**config.mk**
```make
export PLATFORM = sky130hd
export DESIGN_NAME = sd_req_arbiter
export DESIGN_NICKNAME = d
export VERILOG_FILES = /design/src/rtl/sd_req_arbiter.sv
export SDC_FILE = /design/constraint.sdc
export NUM_CORES = 1
export LEC_CHECK = 0
export BUFFER_PORTS_ARGS = -buffer_cell sky130_fd_sc_hd__buf_4
export CAP_MARGIN = 20
export CORE_MARGIN = 2
export CORE_UTILIZATION = 43
export DETAILED_ROUTE_END_ITERATION = 6
export PLACE_DENSITY_LB_ADDON = 0.1
export SLEW_MARGIN = 20
export SYNTH_ARGS = -nofsm -noshare
export SYNTH_HDL_FRONTEND = slang
export SYNTH_SLANG_ARGS = --single-unit
```
**constraint.sdc**
```tcl
create_clock -name clk_sys -period 2.35 [get_ports clk_sys]
set_clock_uncertainty 0.2 [all_clocks]
set_input_delay 0.235 -clock clk_sys [delete_from_list [all_inputs] [get_ports clk_sys]]
set_output_delay 0.235 -clock clk_sys [all_outputs]
set_load 0.005 [all_outputs]
```
**src/rtl/sd_req_arbiter.sv**
```systemverilog
// ---------------------------------------------------------------------------
// sd_req_arbiter
//
// Shares a single mist_io SD sector interface between two requesters.
// Each requester raises a level read or write request with a sector address;
// the arbiter grants one of them (round-robin on a tie). It then latches the
// address and the operation, and drives sd_rd/sd_wr until mist_io
// acknowledges. While mist_io holds sd_ack, buffer write strobes go only to
// the granted requester. When sd_ack falls, the arbiter pulses that
// requester's done output.
//
// Optional feature (macro SD_REQ_ARBITER_TIMEOUT_EN):
//   When defined, a request that waits TIMEOUT cycles without sd_ack is
//   abandoned. sd_rd/sd_wr drop, and done and err pulse together for the
//   granted requester. When undefined, the arbiter waits for sd_ack
//   indefinitely and both err outputs are tied low.
//
// Parameters:
//   TIMEOUT       maximum clk_sys cycles spent waiting for sd_ack
//
// Ports:
//   clk_sys       system clock, all logic on its rising edge
//   reset         synchronous, active-high reset
//   reqN_rd/wr    level read / write request from requester N (rd wins)
//   reqN_lba      sector address of requester N, held with the request
//   reqN_done     one-cycle completion pulse to requester N
//   reqN_err      one-cycle error pulse, coincident with reqN_done
//   reqN_buff_wr  sd_buff_wr routed to requester N while it is transferring
//   sd_rd/sd_wr   command to mist_io
//   sd_lba        latched sector address to mist_io
//   sd_ack        mist_io acknowledge, high for the whole transfer
//   sd_buff_wr    mist_io buffer write strobe
//   busy          high whenever the arbiter is not idle
//   grant         index of the requester currently served
// ---------------------------------------------------------------------------
module sd_req_arbiter #(
    parameter logic [23:0] TIMEOUT = 24'd2700000
) (
    input  logic        clk_sys,
    input  logic        reset,

    input  logic        req0_rd,
    input  logic        req0_wr,
    input  logic [31:0] req0_lba,
    output logic        req0_done,
    output logic        req0_err,
    output logic        req0_buff_wr,

    input  logic        req1_rd,
    input  logic        req1_wr,
    input  logic [31:0] req1_lba,
    output logic        req1_done,
    output logic        req1_err,
    output logic        req1_buff_wr,

    output logic        sd_rd,
    output logic        sd_wr,
    output logic [31:0] sd_lba,
    input  logic        sd_ack,
    input  logic        sd_buff_wr,

    output logic        busy,
    output logic        grant
);

    typedef enum logic [1:0] {
        ST_IDLE = 2'd0,
        ST_REQ  = 2'd1,
        ST_XFER = 2'd2,
        ST_DONE = 2'd3
    } state_t;

    state_t      state_reg;
    logic        sd_rd_reg;
    logic        sd_wr_reg;
    logic [31:0] sd_lba_reg;
    logic        grant_reg;
    logic        last_served_reg;
    logic [1:0]  done_reg;

    // Requester inputs gathered into vectors so both sides share one path.
    logic [1:0]  req_rd;
    logic [1:0]  req_wr;
    logic [1:0]  pending;
    logic [31:0] req_lba [2];

    assign req_rd     = {req1_rd, req0_rd};
    assign req_wr     = {req1_wr, req0_wr};
    assign pending    = req_rd | req_wr;
    assign req_lba[0] = req0_lba;
    assign req_lba[1] = req1_lba;

    // Arbitration: a lone requester wins outright. On a tie, the requester
    // that was not served last wins.
    logic grant_next;

    always_comb begin
        grant_next = 1'b0;
        if (pending == 2'b11) begin
            grant_next = ~last_served_reg;
        end else if (pending == 2'b10) begin
            grant_next = 1'b1;
        end
    end

`ifdef SD_REQ_ARBITER_TIMEOUT_EN
    logic [23:0] wait_cnt_reg;
    logic [1:0]  err_reg;
    logic        wait_expired;

    // Compare one bit wider so the +1 cannot wrap back to zero.
    assign wait_expired = ({1'b0, wait_cnt_reg} + 25'd1) >= {1'b0, TIMEOUT};
`endif

    always_ff @(posedge clk_sys) begin
        if (reset) begin
            state_reg       <= ST_IDLE;
            sd_rd_reg       <= 1'b0;
            sd_wr_reg       <= 1'b0;
            sd_lba_reg      <= 32'd0;
            grant_reg       <= 1'b0;
            last_served_reg <= 1'b1;
            done_reg        <= 2'b00;
`ifdef SD_REQ_ARBITER_TIMEOUT_EN
            wait_cnt_reg    <= 24'd0;
            err_reg         <= 2'b00;
`endif
        end else begin
            // Completion pulses last exactly one cycle.
            done_reg <= 2'b00;
`ifdef SD_REQ_ARBITER_TIMEOUT_EN
            err_reg  <= 2'b00;
`endif
            case (state_reg)
                ST_IDLE: begin
                    if (|pending) begin
                        // Take a snapshot of the winner's request. Later
                        // changes on its inputs have no effect until the
                        // next grant.
                        grant_reg  <= grant_next;
                        sd_lba_reg <= req_lba[grant_next];
                        sd_rd_reg  <= req_rd[grant_next];
                        sd_wr_reg  <= ~req_rd[grant_next];
`ifdef SD_REQ_ARBITER_TIMEOUT_EN
                        wait_cnt_reg <= 24'd0;
`endif
                        state_reg  <= ST_REQ;
                    end
                end

                ST_REQ: begin
                    if (sd_ack) begin
                        // mist_io has taken the command; withdraw it now.
                        sd_rd_reg <= 1'b0;
                        sd_wr_reg <= 1'b0;
                        state_reg <= ST_XFER;
                    end
`ifdef SD_REQ_ARBITER_TIMEOUT_EN
                    else if (wait_expired) begin
                        sd_rd_reg           <= 1'b0;
                        sd_wr_reg           <= 1'b0;
                        done_reg[grant_reg] <= 1'b1;
                        err_reg[grant_reg]  <= 1'b1;
                        last_served_reg     <= grant_reg;
                        state_reg           <= ST_IDLE;
                    end else begin
                        wait_cnt_reg <= wait_cnt_reg + 24'd1;
                    end
`endif
                end

                ST_XFER: begin
                    if (!sd_ack) begin
                        // done is high for the whole DONE cycle.
                        done_reg[grant_reg] <= 1'b1;
                        state_reg           <= ST_DONE;
                    end
                end

                ST_DONE: begin
                    last_served_reg <= grant_reg;
                    state_reg       <= ST_IDLE;
                end

                default: begin
                    state_reg <= ST_IDLE;
                end
            endcase
        end
    end

    // Per-requester outputs. Buffer strobes pass through combinationally,
    // but only while a transfer is in progress and only to the granted side.
    logic [1:0] buff_wr_vec;
    logic [1:0] err_vec;

`ifdef SD_REQ_ARBITER_TIMEOUT_EN
    assign err_vec = err_reg;
`else
    assign err_vec = 2'b00;

    // TIMEOUT only matters when the wait limit is built in.
    logic unused_timeout;
    assign unused_timeout = ^TIMEOUT;
`endif

    generate
        for (genvar gi = 0; gi < 2; gi++) begin : g_route
            assign buff_wr_vec[gi] = (state_reg == ST_XFER) &&
                                     (grant_reg == 1'(gi)) &&
                                     sd_buff_wr;
        end
    endgenerate

    assign req0_done    = done_reg[0];
    assign req1_done    = done_reg[1];
    assign req0_err     = err_vec[0];
    assign req1_err     = err_vec[1];
    assign req0_buff_wr = buff_wr_vec[0];
    assign req1_buff_wr = buff_wr_vec[1];

    assign sd_rd  = sd_rd_reg;
    assign sd_wr  = sd_wr_reg;
    assign sd_lba = sd_lba_reg;
    assign busy   = (state_reg != ST_IDLE);
    assign grant  = grant_reg;

endmodule

```
-- Yosys cells after proc, flatten, opt, wreduce, memory -nomap -nowiden
Index checks and enable logic that the tools add are counted.
- bits in registers: 40
- input port bits: 72
- output and inout port bits: 42
- $lt $le $gt $ge: 4
- equal/unequal tests: 8
- muxes and demuxes: 18
- bitwise logic cells: 6
- reductions and logical operators: 13
- operator list (cell ; count):
    $mux W32 ; 3
    $eq A2 B2 Y1 const B ; 4
    $mux W1 ; 8
    $pmux W2 S4 ; 1
    $mux W2 ; 3
    $ne A2 B2 Y1 const B ; 3
    $reduce_and A3 Y1 ; 2
    $logic_and A1 B1 Y1 ; 5
    $lt A1 B2 Y1 const B ; 2
    $not A1 Y1 ; 4
    $pmux W1 S2 ; 2
    $reduce_bool A2 Y1 ; 2
    $reduce_or A3 Y1 ; 1
    $eq A2 B1 Y1 const B ; 1
    $ge A2 B2 Y1 const B ; 1
    $logic_not A2 Y1 ; 1
    $not A1 Y2 ; 1
    $or A2 B2 Y2 ; 1
    $reduce_and A2 Y1 ; 1
    $reduce_or A2 Y1 ; 1
    $demux W1 S1 ; 1
    $ge A1 B1 Y1 const B ; 1

-- Depth between registers and ports, before layout
Gate-level depths: netlist (run 1).
- depth in word-level cells: 9
- gate-level depth with buffers: 7

-- Least setup slack after synthesis (run 1)
OpenSTA, ideal clock, no wires.
- path type: reg-to-reg
- start point: register state_reg[0]
- end point: register sd_lba_reg[0] (netlist: sd_lba[0])
- arrival time: 1.401 ns
- setup slack: 0.660 ns
- cell stages (with the launch flop): 7
- buffers on the path: 1
- clock period less this slack: 1.690 ns
- path through: dfxtp_1 inv_1 ha_1 o41a_1 clkbuf_1 nor2_1 a311oi_2
- cells in the longest elaborated chain, start to end: 2
- RTL lines (what ; line ; source):
    start, declared ; 73 ; state_t state_reg;
    start signal, assigned ; 117 ; state_reg <= ST_IDLE;
    start signal, assigned ; 147 ; state_reg <= ST_REQ;
    start signal, assigned ; 156 ; state_reg <= ST_XFER;
    $logic_not A2 Y1 ; 134 ; case (state_reg)
    $reduce_and A2 Y1 (no source line) ; n/a ;
    end signal, assigned ; 141 ; sd_lba_reg <= req_lba[grant_next];
    end, declared ; 76 ; logic [31:0] sd_lba_reg;
Every way passes these cells.
A chain may end at the register's enable or synchronous reset.

-- Worst setup path after layout (run 1)
- start point: register state_reg[0]
- end point: register sd_lba_reg[31] (netlist: sd_lba[31])
The elaborated chain is that of the path after synthesis.

==> results of run 1 <==
==> kinds of logic after synthesis <==
family	after synthesis	share of synthesized area [%]
compound gates	95	36.5
mux	2	0.955
buf+inv	30	7.28
other cells	1	0.179
simple gates	63	13.9
fa+ha+maj	5	2.99
flops	40	38.2
==> cell type report <==
cell class              instances  area, sq um
clock buffers                   8         90.1
fillers                       414         1640
inverters                       4         15.0
multi-input cells             167         1160
flip-flops and latches         40          801
well taps                      67         83.8
repair buffers                122          931
==> worst paths after layout <==
| path | end | slack, ns | depth (start not counted) |
|---|---|---|---|
| worst min-delay path | sd_lba[23] | 0.02 | 3 |
| worst max-delay path | sd_lba[31] | 0.35 | 6 |
| worst min register to register | sd_wr | 0.28 | 1 |
| worst max register to register | sd_lba[31] | 0.35 | 6 |
==> per-layer routing <==
metal | GRT usage (%) | wire [um] | vias up
li1 | - | - | 1087
met4 | 6.87 | 59 | 0
met2 | 38.7 | 2930 | 86
met5 | 0 | 0 | -
met1 | 26.3 | 2570 | 1042
met3 | 4.66 | 392 | 7
==> worst max-delay path, delay by kind of cell (launching register included) <==
family	cells	cell delay (ns)
AO/OA/AOI/OAI	2	0.56
buffers and inverters	2	0.42
flip-flops	1	0.33
adder cells (fa/ha/maj)	1	0.31
AND/OR/NAND/NOR	1	0.08
==> power by group through the flow <==
stage                     combinational (mW)  sequential [mW]  clock (mW)
after floorplan                        0.949             1.12           0
after global placement                  1.61             1.11           0
after detailed placement                1.64             1.11           0
after CTS                               1.65             1.10       0.476
after global routing                    1.81             1.13       0.500
final                                   1.64             1.10       0.465
==> through the flow <==
| stage | hold slack [ns] | setup slack, ns | power, mW | instances | util [%] |
|---|---|---|---|---|---|
| finish | 0.0185 | 0.354 | 3.20 | 408 | 65.2 |
| global route | 0.0134 | 0.132 | 3.44 | 408 | 65.2 |
| CTS | 0.0137 | 0.343 | 3.22 | 408 | 65.2 |
| detailed placement | 0.242 | 0.367 | 2.75 | 399 | 63.1 |
| global placement | 0.241 | 0.431 | 2.72 | 399 | 63.1 |
| floorplan | 0.112 | 0.660 | 2.07 | 237 | - |
==> placed cells by master, fill, tap and decap left out, types with 2 or more instances in the layout <==
| cell | count |
|---|---|
| dfxtp_1 | 40 |
| a311oi_2 | 23 |
| nor2_1 | 26 |
| clkbuf_1 | 2 |
| a21oi_1 | 9 |
| nand3_1 | 23 |
| nand2_1 | 5 |
| ha_1 | 5 |
| o21ai_0 | 41 |
| buf_4 | 120 |
| clkbuf_8 | 6 |
| conb_1 | 2 |
| a31oi_1 | 9 |
| mux2i_1 | 2 |
| inv_1 | 4 |
==> timing repair <==
| action | CTS | global route |
|---|---|---|
| endpoints found under the hold margin | 2 | 0 |
| endpoints found under the setup margin | 0 | 0 |
| hold buffers | 1 | 0 |
==> results by group, run 1 <==
Outcome
  • Status: completed

GRT
  • Grt total ovfl: 0
  • Largest net degree at the start of global routing: 34
  • Vias in the first global route: between 2000 and 2500
  • Initial antenna violation count: 0
  • Global-route wire length before repair: around 9400 um
  • Overall Global Routing Usage: a little over a fifth

Cells and area
  • Flip-flop count of the largest register after layout: 32
  • P&R area growth vs syn: 47.0%
  • Fin area: about 3100 sq um
  • Share of post-route cells with drive strength above 1: 45.5%
  • Layout Nets: between 400 and 500
  • Antenna diodes: 0

Timing
  • Final Slew Violations: 0
  • Max transition margin: between 30% and 40%
  • TNS Setup: 0 ns
  • Measured slew at the worst slew-check pin: about 1.0 ns
  • Period utilization: a little over four fifths
  • RSZ-0062 raised after global routing: false
  • Setup violators final: 0
  • Max frequency: between 500 and 600 MHz
  • Tmin final: around 2 ns
  • Endpoints failing hold: 0

Route
  • Wirelength, routed: around 5900 um
  • DRT iter0 DRCs: 103
  • DRC viols: 0
  • DR vias: 2222
  • Avg WL per Cell: 14.6 um
  • Final ANT Viol Nets: 0
  • Vias per cell: roughly 5.4
  • DR pass1 iterations: 4

Logic synthesis
  • Cells after Synth: 236
  • Area leader, netlist: dfxtp_1
  • Post-synth EDFFs: 0
  • Register area share after synthesis: between 30% and 40%
  • Synth top area share: roughly two fifths
  • #FFs+latches synth: 40
  • Count leader, synth: o21ai_0
  • Async SR Flop Fraction: 0%
  • Synth warn: 0
  • Synth area leaders: dfxtp_1, a311oi_2, o21ai_0, nand3_1, nor2_1
  • Netlist cell types: 38
  • Primary FF master, synth: dfxtp_1
  • List of most frequent post-synthesis cells: o21ai_0, dfxtp_1, nor2_1, a311oi_2, nand3_1
  • Synth Cell Area: between 2000 and 2500 sq um
  • Avg Cell Area, Syn: between 8 and 9 sq um

Clocking
  • Worst skew pair latency: 0.28 ns
  • Number of H-tree levels: 2
  • Clock sinks: 40
  • Gates resized, CTS repair: 0
  • CTS tree: yes
  • Worst-path clk slew: 0.07 ns
  • Post-CTS Setup Bufs: 0
  • CTS Buf Count: 5
  • CTS Buffer Depth: 2
  • CTS Root Cell: clkbuf_8

Pwr
  • Switching Power: 1.18 mW
  • Gate power share: slightly above 50%
  • Switching part of the total: between 30% and 40%
  • Clock share of power: roughly 14%
  • LEAKAGE: ~1.3 nW
  • Sequential share of power: approximately 34%
  • Max rail drop VDD: about 0.53 mV
  • P_int: approximately 2.0 mW
  • PD cells: roughly 1000 nW/um^2

Setup path
  • CP endpoint kind: flip-flop
  • Req. time, crit path: 2.35 ns
  • Worst endpoint data arrival time: 2.00 ns
  • Launching point of the worst reg2reg path: state_reg[0]
  • Timing startpoint of the critical path: state_reg[0]
  • CP Cell Sequence: inv_1 > ha_1 > o41a_2 > buf_4 > nor2_1 > a311oi_2
  • CP Launch Type: flip-flop
  • CP Max Fanout: 19
  • Crit Path Class: reg -> reg
  • Slowest cell on crit path: dfxtp_1
  • Worst path max stage delay: around 0.33 ns

Placed design
  • Post-DP Area: around 3000 sq um
  • Port bufs: 111
  • DP HPWL: approximately 4200 um
  • Gpl congestion: 0.774

Die
  • Die area: 5450 sq um
  • Total core area: 4720 sq um
  • Die W: 73.8 um
  • I/O pins: 114
  • Row count: 25
  • Die Y: between 70 and 80 um
  • Initial Utilization: between 40 and 50%

Worst hold path
  • Worst Hold Class: in -> reg
  • Worst min-delay path startpoint: req0_lba[23]

Job
  • Max-Cap Viols: 0
Note: power is estimated with default switching activity, not from simulation.
==> run 2, diff against run 1 <==
CORE_UTILIZATION = 40   (was 43)
clock period = 1.7 ns   (was 2.35 ns; I/O delays follow)
==> run 2 against run 1 <==
- the flow now finishes with violations (negative setup slack)
- cell area up 16%
- utilization up 4.9 points
- cell count up 10%
- combinational power up 67%
- critical path type unchanged
- non-clock buffer count up 42
- wire length up 18%
- maximum frequency up 15%
- clock power up 20%
- clock-buffer cell count down 3
- flip-flop and latch count unchanged
- register-to-register slack worse by 0.39 ns
- via count up 7.6%
==> results by group, run 2 (synthesis results as in run 1) <==
Placed design
  • Placed insts: 413
  • DP HPWL: 4510 um
  • Port bufs: 111
  • Gpl congestion: ~0.80

Timing
  • Fin worst setup slack: -0.0395 ns
  • Final Slew Violations: 0
  • Max frequency: 575 MHz
  • Tmin final: 1.74 ns
  • Setup violators final: 1
  • Period utilization: 102%
  • Endpoints failing hold: 0
  • RSZ-0062 raised after global routing: true

Job
  • Max-Cap Viols: 0

Setup path
  • CP Max Fanout: 3
  • R2R Setup Slk: -0.04 ns
  • Req. time, crit path: 1.65 ns
  • CP endpoint kind: flip-flop
  • Reg2reg end: state_reg[0]
  • Crit Path Class: reg -> reg
  • CP Launch Type: flip-flop
  • Launching point of the worst reg2reg path: state_reg[0]
  • Worst endpoint data arrival time: between 1.5 and 2 ns
  • Cell count of the worst reg-to-reg path: 5

Route
  • Final ANT Viol Nets: 0
  • DR pass1 iterations: 4
  • DRC viols: 0
  • DR vias: 2390
  • Avg WL per Cell: between 15 and 20 um
  • DRT iter0 DRCs: between 100 and 150
  • Wirelength, routed: about 7000 um
  • Vias per cell: 5.31

Clocking
  • CTS Root Cell: clkbuf_8
  • Worst-path clk slew: around 0.070 ns
  • Clock sinks: 40
  • Number of H-tree levels: 2
  • CTS Buf Count: 5
  • CTS Buffer Depth: 2
  • CTS tree: yes
  • Worst skew pair latency: ~0.28 ns

Pwr
  • PD cells: ~1400 nW/um^2
  • LEAKAGE: 1.53 nW
  • Max rail drop VDD: about 0.62 mV

Die
  • Total core area: 5070 sq um
  • Row count: 26
  • Die W: 76.4 um
  • Die Y: roughly 76 um
  • Die area: about 5800 sq um
  • Initial Utilization: about two fifths
  • I/O pins: between 100 and 150

Cells and area
  • Flip-flop count of the largest register after layout: 32
  • Finished Layout Cells: 450
  • Share of post-route cells with drive strength above 1: between 40% and 50%
  • Fin util: between 70% and 80%
  • Most common cell after layout, fill and taps aside: buf_4
  • Commonest cells after routing, fill and taps aside: buf_4, o21ai_0, dfxtp_1, dlygate4sd3_1, nor2_1
  • Layout Nets: roughly 460
  • Antenna diodes: 0
  • P&R area growth vs syn: 69.9%

Worst hold path
  • Hold EP: sd_lba[31]
  • Worst Hold Class: in -> reg
  • Worst min-delay path startpoint: req1_lba[31]
  • Hold path depth: 3

GRT
  • Global-route wire length before repair: about 11000 um
  • Largest net degree at the start of global routing: 34
  • Initial antenna violation count: 0
  • Vias in the first global route: approximately 2400
  • Grt total ovfl: 0
  • Overall Global Routing Usage: a little under a quarter

Outcome
  • Failing checks: negative setup slack
  • Status: finished with violations
-- run 2: layout make-up --
class,count,area (sq um)
fill,440,1520
tap,70,87.6
clock buffer,5,68.8
timing repair buffer,164,1380
multi-input combinational,167,1200
sequential,40,803
inverter,4,15.0
-- run 2: repair_timing --
action / in CTS / in global routing
hold buffers: 32 / 0
resized for setup: 7 / 5
hold endpoints to repair: 29 / 0
gates cloned: 0 / 1
pin swaps: 0 / 0
endpoints found under the setup margin: 4 / 18
buffers inserted: 1 / 0
-- run 2: through the flow --
stage | total power [mW] | TNS, ns | hold WS, ns | area [sq um] | worst slack, ns
2_1_floorplan | 2.86 | 0 | 0.0471 | 2100 | 0.0102
5_1_grt | 5.17 | -0.183 | 0.0106 | 3560 | -0.126
6_report | 4.82 | -0.0395 | 0.00846 | 3560 | -0.0395
4_1_cts | 4.68 | 0 | 0.000980 | 3520 | 0.0231
3_3_place_gp | 3.95 | 0 | 0.178 | 3110 | 0.0541
3_5_place_dp | 4.00 | -0.0268 | 0.183 | 3110 | -0.0205
-- run 2: layer usage --
layer | vias to the layer above | track usage, % | share of wire [%]
li1 | 1168 | - | -
met1 | 1122 | 29.1 | 41
met2 | 92 | 40.4 | 52
met3 | 8 | 4.38 | 5.3
met4 | 0 | 8.18 | 1.5
met5 | - | 0 | 0
-- run 2: power by group --
part           internal (mW)  switching [mW]
Sequential              1.32           0.212
Combinational           1.47            1.26
Clock                  0.265           0.295
Total                   3.06            1.77
-- run 2: critical path, stage by stage, from the launching register on --
cell and delay, ns:
dfxtp_2 0.33, buf_4 0.13, ha_1 0.22, nor2b_1 0.17, a2111oi_1 0.49, a211oi_2 0.08
-- run 2: worst max-delay path by stage --
| stage | start | to |
|---|---|---|
| floorplan | state_reg[0] | sd_lba[0] |
| global placement | req0_wr | sd_rd |
| detailed placement | state_reg[1] | sd_lba[11] |
| CTS | state_reg[1] | sd_lba[11] |
| global route | state_reg[0] | state_reg[0] |
| finish | state_reg[0] | state_reg[0] |
==> run 3, diff against run 2 <==
CELL_PAD_IN_SITES_DETAIL_PLACEMENT = 2   (was default)
CELL_PAD_IN_SITES_GLOBAL_PLACEMENT = 2   (was default)
CORE_UTILIZATION = 22   (was 40)
==> run 3 against run 2 <==
- the run now ends clean
- hold slack improved by 0.00080 ns
- combinational power is 15% higher
- worst setup slack improved by 0.062 ns
- utilization decreased by 27 points
- first-iteration DRC count shrank 57%
- power up 15%
- die area up 77%
- clock power increased by 54%
- wire length is 29% higher
- clock-buffer cell count up 2
- global-route usage down 5.7 points
- critical endpoint unchanged
==> results by group, run 3 (synthesis results as in run 1) <==
Outcome
  • Status: completed

Pwr
  • Total chip power: about 5.5 mW
  • PD cells: 1400 nW/um^2
  • LEAKAGE: 1.69 nW
  • Max rail drop VDD: 0.415 mV

Die
  • Row count: 35
  • I/O pins: roughly 110
  • Total core area: just over 9000 sq um
  • Initial Utilization: 22.7%
  • Die area: ~10000 sq um
  • Die W: 102 um
  • Die Y: a little over 100 um

Timing
  • Measured slew at the worst slew-check pin: between 0.6 and 0.7 ns
  • RSZ-0062 raised after global routing: true
  • Max frequency: 596 MHz
  • Tmin final: approximately 1.7 ns
  • Final Slew Violations: 0
  • Endpoints failing hold: 0
  • Max transition margin: between 50% and 60%
  • Setup violators final: 0
  • Period utilization: between 90 and 100%

Clocking
  • CTS tree: yes
  • CTS Root Cell: clkbuf_8
  • CTS Buf Count: 5
  • Worst skew pair latency: 0.29 ns
  • Number of H-tree levels: 2
  • CTS Buffer Depth: 2
  • Worst-path clk slew: about 0.08 ns
  • Clock sinks: 40

GRT
  • Largest net degree at the start of global routing: 34
  • Initial antenna violation count: 0
  • Grt total ovfl: 0
  • Vias in the first global route: ~2800
  • Overall Global Routing Usage: 17.7%
  • Global-route wire length before repair: around 14000 um

Setup path
  • R2R Setup Slk: 0.02 ns
  • CP endpoint kind: flip-flop
  • Worst endpoint data arrival time: 1.68 ns
  • Req. time, crit path: 1.70 ns
  • CP Launch Type: flip-flop
  • Reg2reg end: state_reg[0]
  • Cell count of the worst reg-to-reg path: 6
  • CP Max Fanout: 5
  • Crit Path Class: reg -> reg
  • Launching point of the worst reg2reg path: state_reg[0]

Cells and area
  • Layout Nets: approximately 490
  • Register Area: ~800 sq um
  • Flip-flop count of the largest register after layout: 32
  • Fin util: 43.0%
  • Antenna diodes: 0
  • Filler cells: roughly 1000
  • Multi-input gate area: around 1200 sq um
  • P&R area growth vs syn: 89.4%
  • Most common cell after layout, fill and taps aside: buf_4
  • Share of post-route cells with drive strength above 1: a little under half
  • Commonest cells after routing, fill and taps aside: buf_4, dlygate4sd3_1, o21ai_0, dfxtp_1, nor2_1

Route
  • DR vias: 2566
  • DR pass1 iterations: 4
  • Wirelength, routed: just over 9000 um
  • Final ANT Viol Nets: 0
  • Vias per cell: 4.74
  • DRT iter0 DRCs: 51
  • Avg WL per Cell: around 17 um
  • DRC viols: 0

Placed design
  • Gpl congestion: ~0.73
  • DP HPWL: between 5000 and 6000 um
  • Port bufs: 111

Worst hold path
  • Hold path depth: 3
  • Worst Hold Class: in -> reg
  • Worst min-delay path startpoint: req0_lba[0]
  • Hold EP: sd_lba[0]

Job
  • Max-Cap Viols: 0
==> run 3: cell types whose count changed in the layout (fill, tap and decap cells not counted), sizes merged <==
cell	change
dlygate4sd3	+16
bufinv	+1
clkbuf	+1
buf	+14
==> run 3: how the worst max path moves through the flow <==
stage                       from           end  slack, ns  depth (start not counted)
global route        state_reg[0]  state_reg[0]      -0.06                          5
global placement    state_reg[0]  state_reg[0]       0.03                          5
floorplan           state_reg[0]     sd_lba[0]       0.01                          6
finish              state_reg[0]  state_reg[0]       0.02                          6
detailed placement  state_reg[1]    sd_lba[30]      -0.08                          6
CTS                 state_reg[1]    sd_lba[30]       0.04                          6
==> run 3: cell type report <==
cell class / instances / area share, %
Sequential cell: 40 / 20.2
Tap cell: 129 / 4.07
Timing Repair Buffer: 193 / 41.5
Clock inverter: 1 / 0.757
Multi-Input combinational cell: 167 / 30.6
Inverter: 4 / 0.378
Clock buffer: 7 / 2.43
==> run 3: timing repair <==
| item | 4_1_cts | 5_1_grt |
|---|---|---|
| endpoints found under the hold margin | 33 | 0 |
| hold buffers | 48 | 0 |
| pin swaps | 0 | 9 |
| cloned | 1 | 0 |
| gates resized for setup | 11 | 9 |
| endpoints found under the setup margin | 29 | 20 |
| setup buffers | 1 | 12 |
==> run 3: where the power goes <==
group / internal (mW) / switching [mW] / total [mW]
clock network: 0.518 / 0.341 / 0.860
registers: 1.32 / 0.220 / 1.54
logic: 1.71 / 1.43 / 3.15
total: 3.55 / 1.99 / 5.54
==> run 3: stage by stage <==
step	hold WS [ns]	instances	TNS [ns]	setup WS, ns	instance area (sq um)
6_report	0.00926	541	0	0.0220	3970
5_1_grt	0.00636	541	-0.318	-0.0643	3970
4_1_cts	0.000633	530	0	0.0395	3860
3_5_place_dp	0.196	473	-0.910	-0.0811	3190
3_3_place_gp	0.192	473	0	0.0347	3190
2_1_floorplan	0.0471	237	0	0.0102	2100
==> run 3: worst max-delay path: stages, from the launching register on <==
cell	delay [ns]
dfxtp_2	0.34
inv_2	0.04
buf_6	0.12
ha_4	0.17
buf_4	0.14
a221o_1	0.36
a211oi_2	0.23
==> run 3: per-layer routing <==
metal,part of all wire (%),GRT usage (%)
met3,4.4,3.52
met2,53,33.3
met4,0.70,3.43
met1,42,20.6
met5,0,0
